$ cat src/rtl/exec_pkg.sv
// Shared EXEC-stage definitions: complex-op opcodes, flag bit indices,
// controller state encoding and per-opcode latency lookup.
package exec_pkg;

    localparam logic [7:0] MULT_L  = 8'h18;
    localparam logic [7:0] MULT_H  = 8'h19;
    localparam logic [7:0] MULTU_L = 8'h1A;
    localparam logic [7:0] MULTU_H = 8'h1B;
    localparam logic [7:0] DIV_L   = 8'h1C;
    localparam logic [7:0] DIV_H   = 8'h1D;
    localparam logic [7:0] DIVU_L  = 8'h1E;
    localparam logic [7:0] DIVU_H  = 8'h1F;
    localparam logic [7:0] SYSCALL = 8'h0C;

    localparam int EXECUTED   = 2;
    localparam int EXCEPTION  = 1;
    localparam int MISPREDICT = 0;

    typedef enum logic [1:0] {
        IDLE,
        EXEC,
        DONE
    } state_t;

    function automatic logic is_div(input logic [7:0] op);
        return (op == DIV_L) || (op == DIV_H) ||
               (op == DIVU_L) || (op == DIVU_H);
    endfunction

    function automatic int op_latency(
        input logic [7:0] op,
        input int         mul_lat,
        input int         div_lat
    );
        case (op)
            MULT_L, MULT_H, MULTU_L, MULTU_H: return mul_lat;
            DIV_L, DIV_H, DIVU_L, DIVU_H:     return div_lat;
            default:                          return 1;
        endcase
    endfunction

endpackage

$ cat src/rtl/complex_alu_ctrl.sv
// Multi-cycle sequencer around Complex_ALU: holds operands for the
// opcode latency, captures the result and hands it to writeback.
module complex_alu_ctrl
    import exec_pkg::*;
#(
    parameter int DATA_W  = 32,
    parameter int IMM_W   = 16,
    parameter int OPC_W   = 8,
    parameter int FLAG_W  = 6,
    parameter int TAG_W   = 7,
    parameter int MUL_LAT = 3,
    parameter int DIV_LAT = 16
) (
    input  logic                clk,
    input  logic                reset,
    input  logic                flush_i,
    input  logic                issue_valid_i,
    output logic                issue_ready_o,
    input  logic [OPC_W-1:0]    opcode_i,
    input  logic [DATA_W-1:0]   data1_i,
    input  logic [DATA_W-1:0]   data2_i,
    input  logic [IMM_W-1:0]    immd_i,
    input  logic [TAG_W-1:0]    tag_i,
    output logic [OPC_W-1:0]    alu_opcode_o,
    output logic [DATA_W-1:0]   alu_data1_o,
    output logic [DATA_W-1:0]   alu_data2_o,
    output logic [IMM_W-1:0]    alu_immd_o,
    input  logic [2*DATA_W-1:0] alu_result_i,
    input  logic [FLAG_W-1:0]   alu_flags_i,
    output logic                wb_valid_o,
    input  logic                wb_ready_i,
    output logic [TAG_W-1:0]    wb_tag_o,
    output logic [2*DATA_W-1:0] wb_result_o,
    output logic [FLAG_W-1:0]   wb_flags_o,
    output logic                busy_o
);

    localparam int MAX_LAT = (MUL_LAT > DIV_LAT) ? MUL_LAT : DIV_LAT;
    localparam int CNT_W   = $clog2(MAX_LAT + 1);

    state_t           state;
    logic [CNT_W-1:0] cnt;
    logic             accept;
    logic             div_zero;

    assign issue_ready_o = !flush_i &&
        ((state == IDLE) || ((state == DONE) && wb_ready_i));
    assign accept   = issue_valid_i && issue_ready_o;
    assign busy_o   = (state != IDLE);
    assign div_zero = is_div(8'(alu_opcode_o)) && (alu_data2_o == '0);

    always_ff @(posedge clk) begin
        if (!reset) begin
            state        <= IDLE;
            cnt          <= '0;
            alu_opcode_o <= '0;
            alu_data1_o  <= '0;
            alu_data2_o  <= '0;
            alu_immd_o   <= '0;
            wb_valid_o   <= 1'b0;
            wb_tag_o     <= '0;
            wb_result_o  <= '0;
            wb_flags_o   <= '0;
        end else if (flush_i) begin
            state      <= IDLE;
            cnt        <= '0;
            wb_valid_o <= 1'b0;
        end else if (accept) begin
            // Covers both IDLE issue and the DONE->EXEC back-to-back path.
            alu_opcode_o <= opcode_i;
            alu_data1_o  <= data1_i;
            alu_data2_o  <= data2_i;
            alu_immd_o   <= immd_i;
            wb_tag_o     <= tag_i;
            cnt          <= CNT_W'(op_latency(8'(opcode_i), MUL_LAT, DIV_LAT) - 1);
            wb_valid_o   <= 1'b0;
            state        <= EXEC;
        end else begin
            case (state)
                EXEC: begin
                    if (cnt == '0) begin
                        wb_result_o <= div_zero ? '0 : alu_result_i;
                        wb_flags_o  <= alu_flags_i |
                            (div_zero ? (FLAG_W'(1) << EXCEPTION) : '0);
                        wb_valid_o  <= 1'b1;
                        state       <= DONE;
                    end else begin
                        cnt <= cnt - 1'b1;
                    end
                end
                DONE: begin
                    if (wb_ready_i) begin
                        wb_valid_o <= 1'b0;
                        state      <= IDLE;
                    end
                end
                default: ;
            endcase
        end
    end

endmodule

$ cat config.mk
export PLATFORM = sky130hd
export DESIGN_NAME = complex_alu_ctrl
export DESIGN_NICKNAME = d
export VERILOG_FILES = /design/src/rtl/exec_pkg.sv /design/src/rtl/complex_alu_ctrl.sv
export SDC_FILE = /design/constraint.sdc
export NUM_CORES = 1
export LEC_CHECK = 0
export ABC_AREA = 1
export BUFFER_PORTS_ARGS = -buffer_cell sky130_fd_sc_hd__buf_4
export CAP_MARGIN = 0
export CORE_ASPECT_RATIO = 1.2
export CORE_MARGIN = 5
export CORE_UTILIZATION = 45
export DETAILED_ROUTE_END_ITERATION = 10
export GPL_ROUTABILITY_DRIVEN = 0
export HOLD_SLACK_MARGIN = 0.06
export PLACE_DENSITY = 0.85
export SLEW_MARGIN = 20
export SYNTH_ARGS = -nofsm -noshare
export SYNTH_HDL_FRONTEND = slang
export SYNTH_SLANG_ARGS = --single-unit
$ cat constraint.sdc
create_clock -name clk -period 3.28 [get_ports clk]
set_input_delay 0.492 -clock clk [delete_from_list [all_inputs] [get_ports clk]]
set_output_delay 0.492 -clock clk [all_outputs]
set_load 0.05 [all_outputs]
==> results.py, run 1 <==
metrics = {
    "status": {
        "outcome": "finished, final reports clean",
    },
    "global_routing": {
        "grtUsageTotal_pct": 22.13,
        "grt_pass1_wl_mm": 33.71,
        "grt_max_degree": 102,
        "gr-total-overflow": 0,
        "antenna_found_initial": 0,
        "grt_pass1_vias": 6831,
    },
    "critical_path": {
        "reg2reg_depth": 11,
        "start_kind": "register",
        "worstReg2RegEnd": "wb_result_o[56]$_SDFFE_PN0P_",
        "cp_max_fo": 86,
        "endpoint": "wb_result_o[56]$_SDFFE_PN0P_",
        "slowest_stage": "nand3_4",
        "required_ns": 3.62,
        "max_stage_delay_ns": 0.49,
        "crit_start": "cnt[0]$_SDFFE_PP0P_",
        "crit_chain": "inv_1 > ha_1 > inv_1 > nor2_2 > nand2_2 > nor2_4 > nand3_4 > buf_12 > nor2_2 > nand2_1 > a21oi_1",
        "r2r-start": "cnt[0]$_SDFFE_PP0P_",
        "rrSetupSlack_ns": 0.92,
        "crit_family": "simple AND/OR/NAND/NOR gates",
        "path_buf_inv": 3,
        "worstSetupPathType": "reg -> reg",
        "arrival_ns": 2.71,
        "cp_num_cells": 11,
        "critPathCaptureType": "register",
    },
    "timing": {
        "rsz0062_at_grt": "false",
        "relSlewSlack_pct": 33.35,
        "fmax_mhz": 423.3,
        "worst_slew_pin_slew_ns": 0.9998,
        "hold_viol_final": 0,
        "period_minus_slack_ns": 2.362,
        "fin_crit_sh_pct": 72.03,
        "setup_viol": 0,
        "drv_slew": 0,
        "skew_ns": 0.01521,
        "setup_tns_ns": 0,
    },
    "synthesis": {
        "synth_edf_count": 0,
        "synthTopCellsByCount": "318 x nand2_1, 172 x dfxtp_1, 154 x a21oi_1",
        "ys_ff_latch": 172,
        "synthTopCellsByArea": "dfxtp_1 49%, nand2_1 17%, a21oi_1 11%",
        "avgSynthCellArea_um2": 7.372,
        "synthCells": 961,
        "ys_warn_count": 0,
        "synthArstFlopShare_pct": 0,
        "ys_types": 26,
        "synth_top_area_share_pct": 48.60,
        "yosysMostFrequentCell": "nand2_1",
        "synth_seq_area_share_pct": 48.60,
        "post-synth-top-area-cell": "dfxtp_1",
        "synth-main-ff-cell": "dfxtp_1",
        "synthesis.area_mm2": 0.007084,
        "syn-num-nets": 1134,
    },
    "clocking": {
        "cts.clk_slew.worst_paths_ns": 0.07,
        "root_buffer": "clkbuf_16",
        "cts_setup_buffers": 0,
        "clk_path_buf_depth": 2,
        "numCtsBuffers": 17,
        "cts.sinks": 172,
        "hold_buffers": 0,
        "cts_resized": 0,
        "worstSkewPairLatency_ns": 0.42,
        "h-tree-depth": 4,
        "cts_tree": "yes",
    },
    "cells_and_area": {
        "area_growth_pct": 43.73,
        "n_antenna_cell": 0,
        "layoutNonFillerInstCount": 1485,
        "layout.nets": 1437,
        "drive_gt1_share_pct": 35.55,
    },
    "routing": {
        "vias": 7111,
        "drc_errors": 0,
        "via_per_inst": 4.789,
        "final_antenna_net_count": 0,
        "drt_first_pass_iters": 5,
        "wl_mm": 21.35,
        "avgRoutedWirePerCell_um": 14.38,
        "drtIter0Drc": 452,
    },
    "pwr": {
        "power_density_mw_per_mm2": 496.5,
        "vdd_drop_max_mv": 0.2642,
        "p_leak_nw": 4.682,
    },
    "floorplan": {
        "io_pins": 338,
        "die_h_um": 147.4,
        "dieArea_mm2": 0.01836,
        "die_w_um": 124.5,
        "core_mm2": 0.01551,
        "rows": 50,
        "initial_core_util_pct": 45.66,
    },
    "place": {
        "detailedPlacementHpwl_mm": 15.49,
        "numPlacedInstances": 1453,
        "portBuffers": 337,
    },
    "run": {
        "max_cap_violations": 0,
    },
    "hold_path": {
        "min_from": "alu_flags_i[0]",
        "whs_path_depth": 3,
        "hp-class": "in -> reg",
    },
}
==> worst register-to-register path, delay by kind of cell, from the launching register on <==
family                     cells  cell delay [ns]
and+or+nand+nor                6             1.04
buffers and inverters          3             0.58
DFF                            1             0.32
adders and majority gates      1             0.17
AOI/OAI and AO/OA              1             0.17
==> registers in the layout, indices dropped and copies added, names as in the netlist <==
| register | count |
|---|---|
| alu_immd_o | 16 |
| alu_data1_o | 32 |
| wb_valid_o | 1 |
| wb_tag_o | 7 |
| alu_data2_o | 32 |
| state | 1 |
| wb_result_o | 64 |
| cnt | 5 |
| alu_opcode_o | 8 |
| wb_flags_o | 6 |
==> cells by family after synthesis <==
kind of cell / synth area share [%]
AND/OR/NAND/NOR: 25.73
AO/OA/AOI/OAI: 14.41
flip-flops: 48.60
buffers and inverters: 10.47
adder cells (fa/ha/maj): 0.5299
XOR/XNOR: 0.2473
==> worst min-delay path by stage <==
stage,end
6_report,wb_flags_o[0]$_SDFFE_PN0P_
5_1_grt,wb_flags_o[0]$_SDFFE_PN0P_
3_5_place_dp,wb_result_o[22]$_SDFFE_PN0P_
4_1_cts,wb_flags_o[3]$_SDFFE_PN0P_
2_1_floorplan,state[0]$_SDFFE_PP0P_
3_3_place_gp,wb_result_o[22]$_SDFFE_PN0P_
==> stage by stage <==
stage	setup slack (ns)	total power [mW]	utilization [%]	hold slack (ns)	instance area, um^2
6_report	0.9176	5.056	65.63	0.3158	10180
5_1_grt	0.6689	5.245	65.63	0.3067	10180
4_1_cts	0.8824	5.094	65.63	0.2939	10180
3_5_place_dp	0.9075	3.084	61.81	0.4554	9590
3_3_place_gp	0.9679	3.071	61.81	0.4518	9590
2_1_floorplan	0.9539	2.753	-	0.4503	7084
==> area by class of cell <==
| class | instances | area, um^2 |
|---|---|---|
| multi-input cells | 635 | 2914 |
| fillers | 1336 | 5333 |
| repair buffers | 343 | 2613 |
| well taps | 208 | 260.3 |
| clock inverters | 12 | 135.1 |
| inverters | 95 | 360.3 |
| flip-flops and latches | 172 | 3443 |
| clock buffers | 20 | 456.7 |
==> placed cells by master (no fill, tap or decap), types with 2 or more instances in the layout <==
| master | synthesis | final |
|---|---|---|
| inv_6 | 0 | 3 |
| a21oi_2 | 14 | 14 |
| inv_2 | 4 | 4 |
| dfxtp_1 | 172 | 172 |
| buf_12 | 0 | 3 |
| clkbuf_16 | 0 | 17 |
| nor2_2 | 55 | 55 |
| nor2_1 | 47 | 47 |
| clkinv_2 | 1 | 4 |
| ha_1 | 3 | 3 |
| nand2_1 | 318 | 317 |
| clkbuf_8 | 0 | 2 |
| nor3_1 | 2 | 2 |
| nand3_1 | 9 | 8 |
| inv_1 | 90 | 89 |
| nand3_4 | 1 | 2 |
| nand2_2 | 1 | 2 |
| clkinv_4 | 0 | 3 |
| xor2_1 | 2 | 2 |
| a21oi_1 | 154 | 154 |
| buf_4 | 9 | 340 |
| o21ai_1 | 10 | 10 |
| bufinv_16 | 0 | 2 |
| o21ai_0 | 14 | 14 |
==> power breakdown <==
group	switching, mW	internal (mW)	total (mW)
clock	0.847	1.17	2.02
sequential	0.0457	2.16	2.21
combinational	0.524	0.305	0.829
total	1.42	3.64	5.06
==> per-layer routing <==
metal / up-vias / GRT usage (%) / part of all wire [%]
met2: 276 / 38.58 / 50
li1: 3578 / - / -
met1: 3226 / 25.18 / 39
met5: - / 0 / 0
met4: 0 / 7.950 / 2.3
met3: 31 / 7.626 / 8.6
No activity file was read; power rests on OpenSTA's default activity.
==> run 2: changes to the inputs <==
- clock period: 3.28 -> 2.3 ns (I/O delays scaled with it)
==> run 2 against run 1 <==
Final cell count is 0.40% higher; maximum frequency up 20%; via count up 0.63%; hold slack worse by 0.16 ns; sequential cell count unchanged; combinational power grew 45%; largest power group unchanged; sequential power increased by 43%; final area increased by 1.4%; non-clock buffer count increased by 6.
==> results.py, run 2 (same netlist as run 1, synthesis figures left out) <==
metrics = {
    "status": {
        "outcome": "finished, final reports clean",
    },
    "place": {
        "dpl-instance-area_mm2": 0.009711,
        "portBuffers": 337,
        "detailedPlacementHpwl_mm": 16.06,
    },
    "timing": {
        "worst_slew_pin_slew_ns": 0.5777,
        "relSlewSlack_pct": 61.49,
        "setup_viol": 0,
        "drv_slew": 0,
        "skew_ns": 0.01598,
        "rsz0062_at_grt": "false",
        "fmax_mhz": 508.0,
        "period_minus_slack_ns": 1.968,
        "fin_crit_sh_pct": 85.58,
        "hold_viol_final": 0,
        "setup_tns_ns": 0,
    },
    "critical_path": {
        "slowest_stage": "buf_4",
        "max_stage_delay_ns": 0.33,
        "arrival_ns": 2.33,
        "worstSetupPathType": "reg -> reg",
        "required_ns": 2.66,
        "critPathCaptureType": "register",
        "path_buf_inv": 3,
        "start_kind": "register",
        "cp_max_fo": 25,
        "crit_chain": "inv_1 > ha_1 > inv_1 > nor2_2 > nand2_2 > nor2_4 > nand3_4 > buf_4 > nor2_2 > nand2_1 > a21oi_1",
        "crit_family": "simple AND/OR/NAND/NOR gates",
    },
    "hold_path": {
        "hp-class": "in -> reg",
    },
    "cells_and_area": {
        "largest-register": "wb_result_o",
        "drive_gt1_share_pct": 35.85,
        "area_growth_pct": 45.78,
        "largest_reg_flops": 64,
        "layout.nets": 1443,
        "largestRegisters": "wb_result_o: 64 flops, alu_data1_o: 32 flops, alu_data2_o: 32 flops",
        "final_common_cell": "buf_4",
        "design_area_mm2": 0.01033,
        "final_cell_mix": "340 x buf_4, 317 x nand2_1, 172 x dfxtp_1, 154 x a21oi_1, 89 x inv_1",
        "n_antenna_cell": 0,
    },
    "pwr": {
        "power_density_mw_per_mm2": 713.4,
        "p_int_mw": 5.315,
        "p_sw_share_pct": 27.85,
        "p_sw_mw": 2.052,
        "clkPwrFrac_pct": 40.9,
        "pwr-share-seq_pct": 42.8,
        "vdd_drop_max_mv": 0.3862,
        "power_frac_comb_pct": 16.3,
        "p_leak_nw": 4.746,
    },
    "floorplan": {
        "die_h_um": 147.4,
        "die_w_um": 124.5,
        "io_pins": 338,
        "core_mm2": 0.01551,
        "initial_core_util_pct": 45.66,
        "dieArea_mm2": 0.01836,
        "rows": 50,
    },
    "global_routing": {
        "grt_pass1_vias": 6761,
        "grt_max_degree": 100,
        "grtUsageTotal_pct": 22.76,
        "gr-total-overflow": 0,
        "antenna_found_initial": 0,
        "grt_pass1_wl_mm": 34.04,
    },
    "clocking": {
        "numCtsBuffers": 17,
        "cts_resized": 0,
        "cts.clk_slew.worst_paths_ns": 0.07,
        "hold_buffers": 0,
        "h-tree-depth": 4,
        "clk_path_buf_depth": 2,
        "worstSkewPairLatency_ns": 0.43,
        "root_buffer": "clkbuf_16",
        "cts_tree": "yes",
        "cts.sinks": 172,
        "cts_setup_buffers": 0,
    },
    "routing": {
        "final_antenna_net_count": 0,
        "avgRoutedWirePerCell_um": 14.54,
        "wl_mm": 21.68,
        "drt_first_pass_iters": 7,
        "drc_errors": 0,
        "via_per_inst": 4.799,
        "vias": 7156,
        "drtIter0Drc": 457,
    },
    "run": {
        "max_cap_violations": 0,
    },
}
[run 2: area by class of cell]
| cell class | instances | area [um^2] |
|---|---|---|
| Tap cell | 208 | 260.3 |
| Fill cell | 1302 | 5187 |
| Clock buffer | 20 | 456.7 |
| Sequential cell | 172 | 3443 |
| Timing Repair Buffer | 349 | 2733 |
| Multi-Input combinational cell | 635 | 2914 |
| Inverter | 95 | 360.3 |
| Clock inverter | 12 | 160.2 |
[run 2: power groups by stage]
stage	combinational, mW	clock, mW	sequential (mW)
4_1_cts	1.21	3.06	3.15
3_5_place_dp	1.20	0	3.22
3_3_place_gp	1.19	0	3.21
2_1_floorplan	0.362	0	3.56
6_report	1.20	3.02	3.15
5_1_grt	1.28	3.21	3.16
[run 2: stage by stage]
step / worst slack, ns / util [%] / hold WS (ns) / cells / power, mW
3_3_place_gp: 0.4327 / 62.59 / 0.4521 / 1459 / 4.397
2_1_floorplan: 0.1209 / - / 0.4503 / 961 / 3.926
4_1_cts: 0.2938 / 66.56 / 0.1401 / 1491 / 7.421
6_report: 0.3317 / 66.56 / 0.1532 / 1491 / 7.367
3_5_place_dp: 0.3191 / 62.59 / 0.4548 / 1459 / 4.418
5_1_grt: 0.1413 / 66.56 / 0.1467 / 1491 / 7.647
[run 2: final timing paths]
| kind | start | to | slack [ns] | depth (start not counted) |
|---|---|---|---|---|
| max | cnt[0]$_SDFFE_PP0P_ | wb_result_o[5]$_SDFFE_PN0P_ | 0.33 | 11 |
| min | alu_flags_i[5] | wb_flags_o[5]$_SDFFE_PN0P_ | 0.15 | 3 |
| max reg2reg | cnt[0]$_SDFFE_PP0P_ | wb_result_o[5]$_SDFFE_PN0P_ | 0.33 | 11 |
| min reg2reg | wb_result_o[61]$_SDFFE_PN0P_ | wb_result_o[61]$_SDFFE_PN0P_ | 0.46 | 2 |
[run 2: tightest hold or removal path, delay by kind of cell]
| kind | cells | cell delay (ns) |
|---|---|---|
| AO/OA/AOI/OAI | 1 | 0.06 |
| buffers and inverters | 1 | 0.08 |
| AND/OR/NAND/NOR | 1 | 0.07 |
[run 2: per-layer routing]
layer | share of wire (%) | routed length [um] | global-route usage [%] | up-vias
li1 | - | - | - | 3591
met1 | 37 | 7945 | 24.91 | 3186
met2 | 50 | 10790 | 39.37 | 330
met3 | 10 | 2261 | 8.565 | 49
met4 | 3.1 | 682 | 10.09 | 0
met5 | 0 | 0 | 0 | -
==> run 3: changes to the inputs <==
- GPL_TIMING_DRIVEN: default -> 0
==> run 3 against run 2 <==
Hold slack improved by 0.0051 ns; sequential power about the same; via count is 3.7% higher; die area unchanged; highest routed layer unchanged; sequential share of layout area shrank 0.40 points; register-to-register slack improved by 0.10 ns; critical path depth unchanged; sequential cell count stayed put; final cell count is 3.1% higher; total power is 1.4% lower; first-iteration DRC count decreased by 0.22%.
==> results.py, run 3 (same netlist as run 1, synthesis figures left out) <==
metrics = {
    "status": {
        "outcome": "finished, final reports clean",
    },
    "clocking": {
        "worstSkewPairLatency_ns": 0.43,
        "cts_setup_buffers": 0,
        "cts_resized": 0,
        "cts_tree": "yes",
        "clk_path_buf_depth": 2,
        "numCtsBuffers": 17,
        "root_buffer": "clkbuf_16",
        "h-tree-depth": 4,
        "hold_buffers": 0,
        "cts.sinks": 172,
        "cts.clk_slew.worst_paths_ns": 0.07,
    },
    "critical_path": {
        "critPathCaptureType": "register",
        "slowest_stage": "dfxtp_1",
        "r2r-start": "cnt[0]$_SDFFE_PP0P_",
        "worstSetupPathType": "reg -> reg",
        "cp_max_fo": 10,
        "max_stage_delay_ns": 0.32,
        "arrival_ns": 2.15,
        "start_kind": "register",
        "crit_chain": "inv_1 > ha_1 > inv_1 > nor2_2 > nand2_2 > nor2_4 > nand3_4 > buf_6 > buf_6 > nand2_1 > a21oi_2",
        "required_ns": 2.58,
        "crit_family": "simple AND/OR/NAND/NOR gates",
        "rrSetupSlack_ns": 0.43,
        "reg2reg_depth": 11,
        "worstReg2RegEnd": "wb_result_o[53]$_SDFFE_PN0P_",
        "path_buf_inv": 4,
    },
    "cells_and_area": {
        "design_area_mm2": 0.01045,
        "layout.nets": 1489,
        "area_growth_pct": 47.56,
        "largest-register": "wb_result_o",
        "final_common_cell": "buf_4",
        "layoutNonFillerInstCount": 1537,
        "final_cell_mix": "345 x buf_4, 318 x nand2_1, 172 x dfxtp_1, 154 x a21oi_1, 90 x inv_1",
        "largestRegisters": "wb_result_o: 64 flops, alu_data1_o: 32 flops, alu_data2_o: 32 flops",
        "n_antenna_cell": 0,
        "drive_gt1_share_pct": 36.57,
        "fin_util_pct": 67.38,
        "largest_reg_flops": 64,
    },
    "routing": {
        "vias": 7424,
        "via_per_inst": 4.830,
        "avgRoutedWirePerCell_um": 15.47,
        "wl_mm": 23.79,
        "drc_errors": 0,
        "final_antenna_net_count": 0,
        "drtIter0Drc": 456,
        "drt_first_pass_iters": 5,
    },
    "floorplan": {
        "io_pins": 338,
        "initial_core_util_pct": 45.66,
        "die_h_um": 147.4,
        "dieArea_mm2": 0.01836,
        "rows": 50,
        "die_w_um": 124.5,
        "core_mm2": 0.01551,
    },
    "pwr": {
        "p_leak_nw": 4.845,
        "power_mw": 7.262,
        "power_density_mw_per_mm2": 694.7,
        "vdd_drop_max_mv": 0.3445,
    },
    "place": {
        "detailedPlacementHpwl_mm": 18.47,
        "numPlacedInstances": 1505,
        "portBuffers": 336,
        "dpl-instance-area_mm2": 0.009867,
        "pre_cts_ws_ns": 0.2786,
    },
    "timing": {
        "whs_ns": 0.1584,
        "rsz0062_at_grt": "false",
        "fin_crit_sh_pct": 81.09,
        "skew_ns": 0.01431,
        "setup_slack_ns": 0.4349,
        "drv_slew": 0,
        "setup_tns_ns": 0,
        "worst_slew_pin_slew_ns": 0.8391,
        "period_minus_slack_ns": 1.865,
        "setup_viol": 0,
        "fmax_mhz": 536.2,
        "hold_viol_final": 0,
        "relSlewSlack_pct": 44.06,
    },
    "global_routing": {
        "grt_max_degree": 17,
        "gr-total-overflow": 0,
        "antenna_found_initial": 0,
        "grt_pass1_wl_mm": 36.82,
        "grt_pass1_vias": 7145,
        "grtUsageTotal_pct": 24.87,
    },
    "hold_path": {
        "min_from": "alu_flags_i[2]",
        "whs_path_depth": 3,
        "hp-class": "in -> reg",
        "min_to": "wb_flags_o[2]$_SDFFE_PN0P_",
    },
    "run": {
        "max_cap_violations": 0,
    },
}
run 3: changes by cell type in the layout (fill, tap and decap cells not counted), moves of 2 or more:
cell and change:
clkinv_4 +2, clkbuf_1 +17, buf_2 +19, buf_4 +5, clkbuf_8 -2, buf_6 +14, buf_12 -9, clkinvlp_4 -2
run 3: power by group:
group	leakage [nW]	switching [mW]	internal, mW
sequential	1.40	0.0700	3.09
combinational	3.16	0.769	0.457
clock	0.289	1.25	1.63
run 3: worst max-delay path by stage:
stage	to	startpoint	slack, ns	depth (start not counted)
2_1_floorplan	issue_ready_o	wb_valid_o$_SDFFE_PP0P_	0.12	3
3_3_place_gp	alu_opcode_o[0]$_SDFFE_PN0P_	reset	0.31	5
3_5_place_dp	alu_opcode_o[1]$_SDFFE_PN0P_	reset	0.28	5
4_1_cts	wb_result_o[53]$_SDFFE_PN0P_	cnt[0]$_SDFFE_PP0P_	0.43	11
5_1_grt	wb_result_o[62]$_SDFFE_PN0P_	cnt[0]$_SDFFE_PP0P_	0.33	11
6_report	wb_result_o[53]$_SDFFE_PN0P_	cnt[0]$_SDFFE_PP0P_	0.43	11
run 3: layer usage:
layer / vias to the layer above / share of wire [%] / track usage [%]
li1: 3689 / - / -
met1: 3350 / 37 / 26.47
met2: 332 / 51 / 44.56
met3: 53 / 9.2 / 8.963
met4: 0 / 3.3 / 10.36
met5: - / 0 / 0
run 3: tightest hold or removal path, stage by stage:
cell and delay [ns]:
buf_4 0.07, o21ai_1 0.06, nor2_1 0.07
run 3: final cells by class:
type | count | area [um^2]
multi-input combinational | 635 | 2899
clock buffer | 18 | 429.2
tap | 208 | 260.3
timing repair buffer | 336 | 2522
sequential | 172 | 3443
buffer | 59 | 384.1
inverter | 95 | 357.8
clock inverter | 14 | 157.7
fill | 1318 | 5061
